`config.mk`:
```
export PLATFORM = sky130hd
export DESIGN_NAME = ternary_dot_driver
export DESIGN_NICKNAME = d
export VERILOG_FILES = /design/src/rtl/ternary_dot_pkg.sv /design/src/rtl/ternary_dot_ref.sv /design/src/rtl/ternary_dot_driver.sv
export SDC_FILE = /design/constraint.sdc
export NUM_CORES = 1
export LEC_CHECK = 0
export CAP_MARGIN = 10
export CORE_MARGIN = 4
export CORE_UTILIZATION = 46
export CTS_CLUSTER_DIAMETER = 40
export DETAILED_ROUTE_END_ITERATION = 10
export PLACE_DENSITY = 0.84
export SYNTH_ARGS = -nofsm -noshare
export SYNTH_HDL_FRONTEND = slang
export SYNTH_SLANG_ARGS = --single-unit
export TNS_END_PERCENT = 5
```
`constraint.sdc`:
```
create_clock -name clk -period 2.15 [get_ports clk]
set_clock_uncertainty 0.1 [all_clocks]
set_input_delay 0.5375 -clock clk [delete_from_list [all_inputs] [get_ports clk]]
set_output_delay 0.5375 -clock clk [all_outputs]
set_load 0.005 [all_outputs]
```
`src/rtl/ternary_dot_pkg.sv`:
```
`default_nettype none
//==============================================================================
// ternary_dot_pkg: bus phase codes, weight codes, FSM states and popcount helper
// Rev 1.0
//==============================================================================
package ternary_dot_pkg;

  localparam logic [1:0] PH_IDLE = 2'b00;
  localparam logic [1:0] PH_X    = 2'b01;
  localparam logic [1:0] PH_W    = 2'b10;

  localparam logic [1:0] W_ZERO  = 2'b00;
  localparam logic [1:0] W_POS   = 2'b01;
  localparam logic [1:0] W_NEG   = 2'b11;

  localparam int RES_BITS = 13;
  localparam int OUT_BITS = 16;

  typedef enum logic [2:0] {
    ST_IDLE   = 3'd0,
    ST_LOAD_X = 3'd1,
    ST_LOAD_W = 3'd2,
    ST_WAIT   = 3'd3,
    ST_RESULT = 3'd4
  } state_t;

  function automatic logic [5:0] popcount32(input logic [31:0] v);
    logic [5:0] cnt;
    cnt = '0;
    for (int i = 0; i < 32; i++) begin
      cnt = cnt + 6'(v[i]);
    end
    return cnt;
  endfunction

endpackage
`default_nettype wire

```
`src/rtl/ternary_dot_ref.sv`:
```
`default_nettype none
//==============================================================================
// ternary_dot_ref: golden signed ternary dot product, one popcount per 32-element slice
// Rev 1.0
//==============================================================================
module ternary_dot_ref
  import ternary_dot_pkg::*;
#(
  parameter int N_ELEMS = 32
) (
  input  logic [N_ELEMS-1:0]  x,
  input  logic [N_ELEMS-1:0]  w_pos,
  input  logic [N_ELEMS-1:0]  w_neg,
  output logic [OUT_BITS-1:0] expected
);

  localparam int SLICES = (N_ELEMS + 31) / 32;
  localparam int PAD    = SLICES * 32;

  logic [PAD-1:0]      x_p;
  logic [PAD-1:0]      p_p;
  logic [PAD-1:0]      n_p;
  logic [5:0]          pos_cnt [SLICES];
  logic [5:0]          neg_cnt [SLICES];
  logic [OUT_BITS-1:0] sum;

  // Zero padding makes the tail slice contribute nothing.
  assign x_p = PAD'(x);
  assign p_p = PAD'(w_pos);
  assign n_p = PAD'(w_neg);

  for (genvar s = 0; s < SLICES; s++) begin : g_slice
    assign pos_cnt[s] = popcount32(x_p[32*s +: 32] & p_p[32*s +: 32] & ~n_p[32*s +: 32]);
    assign neg_cnt[s] = popcount32(x_p[32*s +: 32] & n_p[32*s +: 32] & ~p_p[32*s +: 32]);
  end

  always_comb begin
    sum = '0;
    for (int s = 0; s < SLICES; s++) begin
      sum = sum + OUT_BITS'(pos_cnt[s]) - OUT_BITS'(neg_cnt[s]);
    end
  end

  assign expected = sum;

endmodule
`default_nettype wire

```
`src/rtl/ternary_dot_driver.sv`:
```
`default_nettype none
//==============================================================================
// ternary_dot_driver: serializes one ternary job onto the tile bus and captures the result.
// Optional self-check macro: TERNARY_DOT_DRIVER_SELFCHECK_EN.  Rev 1.0
//==============================================================================
module ternary_dot_driver
  import ternary_dot_pkg::*;
#(
  parameter int N_ELEMS        = 32,
  parameter int RESULT_LATENCY = 2
) (
  input  logic                clk,
  input  logic                rst_n,
  input  logic                in_valid,
  output logic                in_ready,
  input  logic [N_ELEMS-1:0]  x_vec,
  input  logic [N_ELEMS-1:0]  w_pos,
  input  logic [N_ELEMS-1:0]  w_neg,
  output logic [7:0]          dut_ui_in,
  output logic [7:0]          dut_uio_in,
  input  logic [7:0]          dut_uo_out,
  input  logic [7:0]          dut_uio_out,
  output logic                res_valid,
  input  logic                res_ready,
  output logic [OUT_BITS-1:0] res_data,
  output logic                busy,
  output logic                mismatch
);

  localparam int X_BEATS = N_ELEMS / 8;
  localparam int W_BEATS = N_ELEMS / 4;
  localparam int CNT_MAX = (W_BEATS > RESULT_LATENCY) ? W_BEATS : RESULT_LATENCY;
  localparam int CNT_W   = $clog2(CNT_MAX + 1);

  localparam logic [CNT_W-1:0] X_LAST = CNT_W'(X_BEATS - 1);
  localparam logic [CNT_W-1:0] W_LAST = CNT_W'(W_BEATS - 1);
  localparam logic [CNT_W-1:0] L_LAST = CNT_W'(RESULT_LATENCY - 1);

  state_t                state, state_nx;
  logic [CNT_W-1:0]      cnt, cnt_nx;
  logic [N_ELEMS-1:0]    x_sh, x_sh_nx;
  logic [2*N_ELEMS-1:0]  w_sh, w_sh_nx;
  logic [2*N_ELEMS-1:0]  w_codes;
  logic [7:0]            ui_q, ui_nx;
  logic [1:0]            ph_q, ph_nx;
  logic [OUT_BITS-1:0]   res_q;
  logic [OUT_BITS-1:0]   res_raw;
  logic                  accept;
  logic                  capture;
  logic                  leaving_result;
  logic                  unused_bits;

  // Conflicting +1/-1 masks on one element encode as zero weight.
  for (genvar i = 0; i < N_ELEMS; i++) begin : g_code
    assign w_codes[2*i +: 2] = (w_pos[i] && !w_neg[i]) ? W_POS :
                               (w_neg[i] && !w_pos[i]) ? W_NEG : W_ZERO;
  end

  assign res_raw     = {{(OUT_BITS-RES_BITS){dut_uio_out[7]}}, dut_uio_out[6:2], dut_uo_out};
  assign unused_bits = ^dut_uio_out[1:0];

  always_ff @(posedge clk or negedge rst_n) begin
    if (!rst_n) begin
      state <= ST_IDLE;
    end else begin
      state <= state_nx;
    end
  end

  // Bus outputs are computed for the state being entered so each beat is registered.
  always_comb begin
    state_nx       = state;
    cnt_nx         = cnt;
    x_sh_nx        = x_sh;
    w_sh_nx        = w_sh;
    ui_nx          = ui_q;
    ph_nx          = ph_q;
    accept         = 1'b0;
    capture        = 1'b0;
    leaving_result = 1'b0;
    case (state)
      ST_IDLE: begin
        if (in_valid) begin
          accept   = 1'b1;
          state_nx = ST_LOAD_X;
          cnt_nx   = '0;
          ui_nx    = x_vec[7:0];
          ph_nx    = PH_X;
          x_sh_nx  = x_vec >> 8;
          w_sh_nx  = w_codes;
        end
      end
      ST_LOAD_X: begin
        if (cnt == X_LAST) begin
          state_nx = ST_LOAD_W;
          cnt_nx   = '0;
          ui_nx    = w_sh[7:0];
          ph_nx    = PH_W;
          w_sh_nx  = w_sh >> 8;
        end else begin
          cnt_nx   = cnt + 1'b1;
          ui_nx    = x_sh[7:0];
          x_sh_nx  = x_sh >> 8;
        end
      end
      ST_LOAD_W: begin
        if (cnt == W_LAST) begin
          state_nx = ST_WAIT;
          cnt_nx   = '0;
          ui_nx    = 8'h00;
          ph_nx    = PH_IDLE;
        end else begin
          cnt_nx   = cnt + 1'b1;
          ui_nx    = w_sh[7:0];
          w_sh_nx  = w_sh >> 8;
        end
      end
      ST_WAIT: begin
        if (cnt == L_LAST) begin
          capture  = 1'b1;
          state_nx = ST_RESULT;
        end else begin
          cnt_nx   = cnt + 1'b1;
        end
      end
      ST_RESULT: begin
        if (res_ready) begin
          leaving_result = 1'b1;
          state_nx       = ST_IDLE;
        end
      end
      default: begin
        state_nx = ST_IDLE;
        ui_nx    = 8'h00;
        ph_nx    = PH_IDLE;
      end
    endcase
  end

  always_ff @(posedge clk or negedge rst_n) begin
    if (!rst_n) begin
      cnt   <= '0;
      x_sh  <= '0;
      w_sh  <= '0;
      ui_q  <= 8'h00;
      ph_q  <= PH_IDLE;
      res_q <= '0;
    end else begin
      cnt  <= cnt_nx;
      x_sh <= x_sh_nx;
      w_sh <= w_sh_nx;
      ui_q <= ui_nx;
      ph_q <= ph_nx;
      if (capture) begin
        res_q <= res_raw;
      end
    end
  end

`ifdef TERNARY_DOT_DRIVER_SELFCHECK_EN
  logic [OUT_BITS-1:0] expected_now;
  logic [OUT_BITS-1:0] expected_q;
  logic                mismatch_q;

  ternary_dot_ref #(
    .N_ELEMS (N_ELEMS)
  ) u_ref (
    .x        (x_vec),
    .w_pos    (w_pos),
    .w_neg    (w_neg),
    .expected (expected_now)
  );

  always_ff @(posedge clk or negedge rst_n) begin
    if (!rst_n) begin
      expected_q <= '0;
      mismatch_q <= 1'b0;
    end else begin
      if (accept) begin
        expected_q <= expected_now;
      end
      if (capture) begin
        mismatch_q <= (res_raw != expected_q);
      end else if (leaving_result) begin
        mismatch_q <= 1'b0;
      end
    end
  end

  assign mismatch = mismatch_q;
`else
  assign mismatch = 1'b0;
`endif

  assign dut_ui_in  = ui_q;
  assign dut_uio_in = {6'b000000, ph_q};
  assign in_ready   = (state == ST_IDLE);
  assign busy       = (state != ST_IDLE);
  assign res_valid  = (state == ST_RESULT);
  assign res_data   = res_q;

endmodule
`default_nettype wire

```
[Word-level counts from Yosys, hierarchy flattened]
Index checks and enable logic that the tools add are counted.
Word-level totals
  register bits: 127
  input port bits: 116
  output and inout bits: 36
Operators by class
  $add $sub $neg: 1
  equality and inequality tests: 15
  muxes and demuxes: 92
  bitwise operators: 1
  reduce and logical (&&, ||, !) cells: 140
Operators with widths (count)
  two-way mux 64 bit: 3
  one-hot mux 64 bit (3 select lines): 1
  two-way mux 2 bit: 67
  logical AND 1 bit: 64
  logical NOT 1 bit: 64
  two-way mux 32 bit: 2
  one-hot mux 32 bit (2 select lines): 1
  one-hot mux 8 bit (4 select lines): 1
  two-way mux 8 bit: 3
  two-way mux 4 bit: 4
  one-hot mux 4 bit (4 select lines): 1
  two-way mux 3 bit: 5
  one-hot mux 3 bit (5 select lines): 1
  inequality test 2 bit (second input constant): 7
  one-hot mux 2 bit (4 select lines): 1
  AND reduction 4 bit: 2
  equality test 3 x 2 -> 1 bit (second input constant): 2
  AND reduction 3 bit: 2
  nonzero test 3 bit: 2
  AND reduction 5 bit: 1
  adder 4 x 1 -> 4 bit (second input constant): 1
  equality test 4 x 1 -> 1 bit (second input constant): 1
  equality test 4 x 2 -> 1 bit (second input constant): 1
  equality test 4 x 3 -> 1 bit (second input constant): 1
  other kinds (10): 11

[Logic depth before layout (Yosys ltp)]
Gate-level depths: netlist of run 1.
  depth in word-level cells: 6
  depth in mapped cells: 7

[Least setup slack after synthesis of run 1]
Ideal clock, no wire load.
  kind: register to register
  from: register cnt[0]
  to: register w_sh[42]
  arrival time: 1864 ps
  data required time: 1925 ps
  setup slack: 61 ps
  stages on the path, launching flop included: 7
  path buffers: 2
  clock period less this slack: 2089 ps
  path through: dfrtp_1 > ha_1 > nor3b_1 > a22o_1 > buf_4 > buf_4 > mux2_2
On the way
  word-level cells in the longest chain between the ends: 3
  elaborated cells on any way between the ends: 5
  classes of those cells: eq/ne: 4; reduce/logical: 1
RTL lines
  start, declared: line ternary_dot_driver.sv:40  | logic [CNT_W-1:0] cnt, cnt_nx;
  start signal, assigned: line ternary_dot_driver.sv:149  | cnt <= cnt_nx;
  equality test 4 x 3 -> 1 bit / equality test 4 x 2 -> 1 bit (equally long branches): line ternary_dot_driver.sv:107, ternary_dot_driver.sv:94
  inequality test 2 bit (no source line)
  AND reduction 4 bit (no source line) (*)
  end signal, assigned: line ternary_dot_driver.sv:151  | w_sh <= w_sh_nx;
  end, declared: line ternary_dot_driver.sv:42  | logic [2*N_ELEMS-1:0] w_sh, w_sh_nx;
Every way passes the cells marked *; elsewhere a longest branch is shown, timed or not.
A chain may end at the register's enable or synchronous reset.

[Final worst setup path of run 1]
  from: register state[1]
  to: output busy
On the way
  word-level cells in the longest chain between the ends: 1
RTL lines
  start, declared: line ternary_dot_driver.sv:39  | state_t state, state_nx;
  start signal, assigned: line ternary_dot_driver.sv:66  | state <= state_nx;
  nonzero test 3 bit: line ternary_dot_driver.sv:198  | assign busy = (state != ST_IDLE);
  end, declared: line ternary_dot_driver.sv:26  | output logic busy,
Every way passes these cells.

==> results of run 1 <==
cell usage after synthesis (2+ instances only):
master,n
buf_2,10
a221o_1,8
mux2_2,60
ha_1,34
dfrtp_1,119
nand2_1,4
o41ai_1,2
a21oi_1,30
a22o_1,2
buf_1,2
nor3_1,4
nor2b_1,5
mux2i_1,57
inv_1,75
clkbuf_1,6
nor3b_1,2
o21ai_0,5
nand2b_1,10
nand3b_1,9
o21ai_1,6
mux2_1,34
buf_4,20
nand3_1,9
o22ai_1,2
nor2_1,25
flip-flops by register name, summed over array words and instances (netlist names):
name,cells
cnt,4
dut_ui_in,8
ph_q,2
res_data,14
state,3
w_sh,64
x_sh,24
layer usage:
layer,part of all wire,track usage,vias up
li1,-,-,2224
met1,0.43,0.229,2277
met2,0.49,0.321,125
met3,0.063,0.0627,21
met4,0.015,0.0644,0
met5,0,0,-
worst max-delay path by stage:
stage,start,to,slack (ns),cells past startpoint
after floorplan,cnt[0]$_DFFE_PN0P_,w_sh[42]$_DFFE_PN0P_,0.06,6
after detailed placement,in_valid,ph_q[0]$_DFFE_PN0P_,-0.20,6
after global routing,state[1]$_DFFE_PN0P_,busy,-0.01,3
final,state[1]$_DFFE_PN0P_,busy,0.04,3
after global placement,in_valid,w_sh[23]$_DFFE_PN0P_,-0.10,6
after CTS,state[1]$_DFFE_PN0P_,busy,0.02,3
logic make-up after synthesis:
logic type	share of synthesized area
mux	0.254
flops	0.465
buf+inv	0.0828
simple gates	0.0670
compound gates	0.0641
fa+ha+maj	0.0664
other cells	0.000585
power by group through the flow:
stage                     registers, mW  clock network, mW  logic, mW
after floorplan                    3.73                  0       3.81
after global placement             3.82                  0       5.37
after detailed placement           3.89                  0       5.56
after CTS                          3.87               3.25       5.68
after global routing               4.00               3.34       6.18
final                              3.87               3.18       5.65
layout by cell type, fill, tap and decap left out, types with 5 or more instances in the layout:
| master | instances |
|---|---|
| clkbuf_16 | 17 |
| bufinv_16 | 5 |
| a21oi_1 | 29 |
| nand3b_1 | 9 |
| conb_1 | 7 |
| buf_4 | 26 |
| dfrtp_1 | 116 |
| o21ai_0 | 5 |
| ha_1 | 34 |
| clkdlybuf4s50_1 | 138 |
| nor2_1 | 25 |
| o21ai_1 | 6 |
| nor2b_1 | 5 |
| mux2_1 | 33 |
| mux2_2 | 59 |
| nand3_1 | 9 |
| nand2b_1 | 9 |
| mux2i_1 | 57 |
| buf_12 | 7 |
| a221o_1 | 8 |
| inv_1 | 75 |
through the flow:
step	setup TNS [ns]	instances	instance area [sq um]	hold slack, ns
2_1_floorplan	0	566	6430	0.142
3_3_place_gp	-4.96	875	8160	0.364
3_5_place_dp	-9.78	875	8160	0.362
4_1_cts	0	910	8890	0.383
5_1_grt	-0.0611	910	8900	0.404
6_report	0	910	8900	0.379
worst max-delay path, cell delays in order, from the launching register on:
cell and delay, ns:
dfrtp_2 0.50, nor3_4 0.25, inv_1 0.06, dlygate4sd2_1 0.26
final cells by class:
class	instances	area share
inverter	75	0.0316
clock inverter	11	0.0218
sequential	119	0.335
timing repair buffer	176	0.198
tap	176	0.0247
clock buffer	21	0.0540
multi-input combinational	332	0.335
repair_timing:
action,in CTS,in global routing
gates resized for setup,12,3
setup endpoints to repair,4,34
pin swaps,2,0
hold buffers,1,0
hold endpoints to repair,20,0
buffers inserted,3,0
==> impl_metrics.csv, run 1 <==
group,metric,value,unit
power,ir_drop,774,uV
drt,drt_iter0_markers,322,
worst_setup_path,critPathLaunchType,"register",
synth,ys.flop_type,"dfrtp_1",
synth,netlist_area,6410,sq um
synth,synthTopCellsByArea,"dfrtp_1 (46%), mux2_2 (11%), mux2i_1 (8.9%)",
finish,multiInputGateArea,2980,sq um
timing,slew_headroom,0.537,
cts,worstSkewPairLatency,0.42,ns
timing,slew_viol_final,0,
cts,cts.sinks,119,
floorplanning,top_level_ports,152,
power,p_sw,4.13,mW
finish,drive_above_1_share,0.192,
cts,path_clk_slew,0.05,ns
worst_setup_path,rrSetupSlack,0.06,ns
timing,rsz0062_at_grt,"true",
power,swShare,0.325,
hold_path,hp-start,"w_sh[51]$_DFFE_PN0P_",
power,total_power,12.7,mW
finish,finalNetCount,871,
synth,synthDistinctLibCells,45,
power,leakagePower,4.27,nW
cts,cts_tree,"done",
timing,fin_crit,2.11,ns
place,portBuffers,142,
synth,netlist.area_leader.share,0.465,
drt,finalWirelength,14600,um
power,pwr-share-clk,0.250,
drt,drtAntennaViolNets,0,
power,pwr-share-comb,0.445,
place,dp_hpwl,10500,um
drt,drc_errors,0,
global_routing,track_usage,0.190,
global_routing,grt_pass1_wl,24600,um
worst_setup_path,path_max_fanout,8,
worst_setup_path,timing.rr.start,"state[1]$_DFFE_PN0P_",
worst_setup_path,reg2reg_depth,5,
place,gp_congestion,0.804,
hold_path,min_delay_worst_endpoint,"w_sh[51]$_DFFE_PN0P_",
floorplanning,die_area,15900,sq um
global_routing,first_global_vias,5091,
finish,seq_area,2980,sq um
synth,synth_warnings,0,
timing,hold_violations,0,
finish,fillers,1016,
global_routing,grt_overflow,0,
floorplanning,start_util,0.476,
timing,max_freq,474,MHz
synth,avgSynthCellArea,11.4,sq um
hold_path,whs_path_depth,1,
drt,firstDrtPassIters,4,
floorplanning,die_h,126,um
power,powerDensity,1430,nW/um^2
floorplanning,fp.coreArea,13500,sq um
synth,synth_enable_flop_cells,0,
synth,synth_top_area_cell,"dfrtp_1",
global_routing,grt_max_degree,49,
power,seqPwrFrac,0.305,
job,cap_violations,0,
timing,setup_viol,0,
worst_setup_path,end_kind,"output pin",
power,p_int,8.58,mW
drt,wl_per_cell,16.0,um
timing,worst_pin_slew,0.690,ns
synth,syn_inst,560,
floorplanning,rows,42,
finish,num_antenna_cells,0,
worst_setup_path,crit_type,"register to output pin",
hold_path,min_path_type,"register to register",
cts,clk_path_buf_depth,2,
finish,finish.utilization,0.662,
worst_setup_path,arrival,1.47,ns
timing,setup_ws,0.0400,ns
drt,via_count,4647,
worst_setup_path,rr_endpoint,"w_sh[55]$_DFFE_PN0P_",
cts,htreeDepth,4,
global_routing,antenna_found_initial,0,
cts,cts_made_buffers,17,
synth,ys_ff_latch,119,
outcome,status,"complete, no violations",
timing,min_period_over_period,0.981,
drt,vias_per_cell,5.11,
worst_setup_path,cp.required,1.51,ns
place,dp_slack,-0.204,ns
synth,ys_async_sr_fraction,1.00,
floorplanning,die_w,126,um
finish,syn2layout_area_growth,39.0,%
synth,seq_area_frac_synth,0.465,
cts,cts-root-buf,"clkbuf_16",
Note: power is estimated with default switching activity, not from simulation.
==> inputs of run 2 (changes only) <==
--- a/config.mk
+++ b/config.mk
@@ -7,10 +7,11 @@
 export LEC_CHECK = 0
 export CAP_MARGIN = 10
 export CORE_MARGIN = 4
-export CORE_UTILIZATION = 46
+export CORE_UTILIZATION = 50
 export CTS_CLUSTER_DIAMETER = 40
 export DETAILED_ROUTE_END_ITERATION = 10
-export PLACE_DENSITY = 0.84
+export GPL_TIMING_DRIVEN = 0
+export PLACE_DENSITY = 0.86
 export SYNTH_ARGS = -nofsm -noshare
 export SYNTH_HDL_FRONTEND = slang
 export SYNTH_SLANG_ARGS = --single-unit
==> constraint.sdc (replaced) <==
create_clock -name clk -period 2.1 [get_ports clk]
set_clock_uncertainty 0.1 [all_clocks]
set_input_delay 0.525 -clock clk [delete_from_list [all_inputs] [get_ports clk]]
set_output_delay 0.525 -clock clk [all_outputs]
set_load 0.005 [all_outputs]
==> impl_metrics.csv, run 2 (same netlist as run 1, synthesis figures left out) <==
group,metric,value,unit
cts,path_clk_slew,0.05,ns
power,p_int,9.25,mW
hold_path,min_path_type,"register to register",
finish,fillers,825,
cts,worstSkewPairLatency,0.41,ns
worst_setup_path,timing.critical_path.buf_inv,2,
power,powerDensity,1520,nW/um^2
global_routing,grt_pass1_wl,26400,um
worst_setup_path,reg2reg_depth,6,
cts,cts-root-buf,"clkbuf_16",
timing,worst_pin_slew,0.763,ns
worst_setup_path,end_kind,"register",
drt,drtAntennaViolNets,0,
floorplanning,die_w,121,um
worst_setup_path,crit_path_start,"state[1]$_DFFE_PN0P_",
global_routing,grt_overflow,0,
timing,hold_violations,0,
drt,via_count,4972,
place,portBuffers,142,
worst_setup_path,path_cells,"nand2b_4 > nor2_4 > a22o_4 > buf_6 > buf_4 > mux2i_1",
worst_setup_path,crit_type,"register to register",
outcome,violations,"negative setup slack",
finish,top_register,"w_sh",
global_routing,grt_max_degree,73,
worst_setup_path,rrSetupSlack,-0.04,ns
power,ir_drop,626,uV
worst_setup_path,cp.depth,6,
outcome,status,"finished, violations left",
timing,fin_crit,2.14,ns
power,swShare,0.344,
worst_setup_path,rr_endpoint,"w_sh[26]$_DFFE_PN0P_",
timing,holdWs,0.388,ns
power,seqPwrFrac,0.285,
global_routing,track_usage,0.226,
power,pwr-share-comb,0.507,
floorplanning,die_area,14700,sq um
timing,setup_ws,-0.0413,ns
worst_setup_path,critical_path.top_delay_family,"simple AND/OR/NAND/NOR gates",
place,gp_congestion,0.857,
worst_setup_path,worst_path_max_delay_cell,"dfrtp_2",
power,total_power,14.1,mW
floorplanning,fp.coreArea,12600,sq um
timing,min_period_over_period,1.02,
worst_setup_path,path_max_fanout,10,
floorplanning,top_level_ports,152,
finish,syn2layout_area_growth,44.8,%
drt,drc_errors,0,
cts,cts_tree,"done",
cts,cts_made_buffers,17,
finish,multiInputGateArea,3070,sq um
worst_setup_path,cp.required,2.29,ns
timing,slew_viol_final,0,
global_routing,antenna_found_initial,0,
cts,cts.sinks,119,
drt,drt_iter0_markers,385,
drt,vias_per_cell,5.32,
worst_setup_path,crit_path_end,"w_sh[26]$_DFFE_PN0P_",
worst_setup_path,timing.rr.start,"state[1]$_DFFE_PN0P_",
timing,rsz0062_at_grt,"true",
power,p_sw,4.85,mW
finish,largest_register_ff_count,64,
finish,finalNetCount,902,
finish,num_antenna_cells,0,
finish,final_cell_mix,"clkdlybuf4s50_1 (138), dfrtp_1 (115), inv_1 (75)",
timing,setup_viol,2,
power,leakagePower,4.47,nW
finish,seq_area,2980,sq um
power,pwr-share-clk,0.208,
worst_setup_path,worst_path_largest_cell_delay,0.45,ns
worst_setup_path,arrival,2.33,ns
floorplanning,rows,41,
cts,htreeDepth,4,
floorplanning,start_util,0.510,
finish,drive_above_1_share,0.240,
drt,firstDrtPassIters,5,
global_routing,first_global_vias,5411,
cts,clk_path_buf_depth,2,
job,cap_violations,0,
drt,finalWirelength,18000,um
place,dp_hpwl,11100,um
floorplanning,die_h,121,um
finish,final_common_cell,"clkdlybuf4s50_1",
timing,slew_headroom,0.488,
drt,wl_per_cell,19.2,um
worst_setup_path,critPathLaunchType,"register",
timing,max_freq,467,MHz
## run 2: cell types whose count changed in the layout (fill, tap and decap cells not counted), moves of 6 or more
cell | before | now
buf_6 | 1 | 9
mux2_4 | 2 | 11
mux2_1 | 33 | 27
clkbuf_16 | 17 | 23
## run 2: timing repair
item	in CTS	in global routing
setup endpoints to repair	112	107
hold buffers	1	0
pin swaps	4	5
gates cloned	2	6
buffers inserted	12	5
hold endpoints to repair	47	0
gates resized for setup	54	48
## run 2: worst min path at each step
stage	cells past startpoint	from	slack (ns)	end
4_1_cts	1	w_sh[58]$_DFFE_PN0P_	0.39	w_sh[58]$_DFFE_PN0P_
6_report	1	res_data[6]$_DFFE_PN0P_	0.39	res_data[6]$_DFFE_PN0P_
2_1_floorplan	0	rst_n	0.13	cnt[0]$_DFFE_PN0P_
3_3_place_gp	1	w_sh[57]$_DFFE_PN0P_	0.36	w_sh[57]$_DFFE_PN0P_
3_5_place_dp	1	w_sh[58]$_DFFE_PN0P_	0.37	w_sh[58]$_DFFE_PN0P_
5_1_grt	1	res_data[6]$_DFFE_PN0P_	0.41	res_data[6]$_DFFE_PN0P_
## run 2: layout make-up
| type | count | share of cell area |
|---|---|---|
| clock buffer | 21 | 0.0507 |
| timing repair buffer | 169 | 0.188 |
| clock inverter | 9 | 0.0135 |
| sequential | 119 | 0.322 |
| multi-input combinational | 332 | 0.331 |
| tap | 172 | 0.0232 |
| buffer | 38 | 0.0414 |
| inverter | 75 | 0.0304 |
## run 2: power by group through the flow
| stage | clock (mW) | combinational, mW | sequential, mW |
|---|---|---|---|
| floorplan | 0 | 3.90 | 3.82 |
| global placement | 0 | 5.42 | 3.91 |
| detailed placement | 0 | 5.63 | 3.99 |
| CTS | 2.95 | 6.31 | 3.96 |
| global route | 3.08 | 7.66 | 4.13 |
| finish | 2.93 | 7.15 | 4.02 |
## run 2: metal layers
| layer | routed length [um] | vias to the layer above | share of wire | GRT usage |
|---|---|---|---|---|
| met5 | 0 | - | 0 | 0 |
| met4 | 382 | 0 | 0.021 | 0.0679 |
| met3 | 1120 | 39 | 0.062 | 0.0699 |
| met2 | 9420 | 193 | 0.52 | 0.402 |
| met1 | 7040 | 2447 | 0.39 | 0.263 |
| li1 | - | 2293 | - | - |
## run 2: stage by stage
step / worst slack [ns] / setup TNS [ns] / instance area [sq um] / utilization / std cells
after global placement: -4.00 / -499.22 / 8070 / 0.642 / 880
after global routing: -0.0597 / -1.10 / 9270 / 0.738 / 935
after detailed placement: -0.634 / -29.72 / 8090 / 0.644 / 881
final: -0.0413 / -0.0460 / 9270 / 0.738 / 935
after floorplan: 0.0110 / 0 / 6430 / - / 566
after CTS: -0.0598 / -0.104 / 8980 / 0.714 / 925
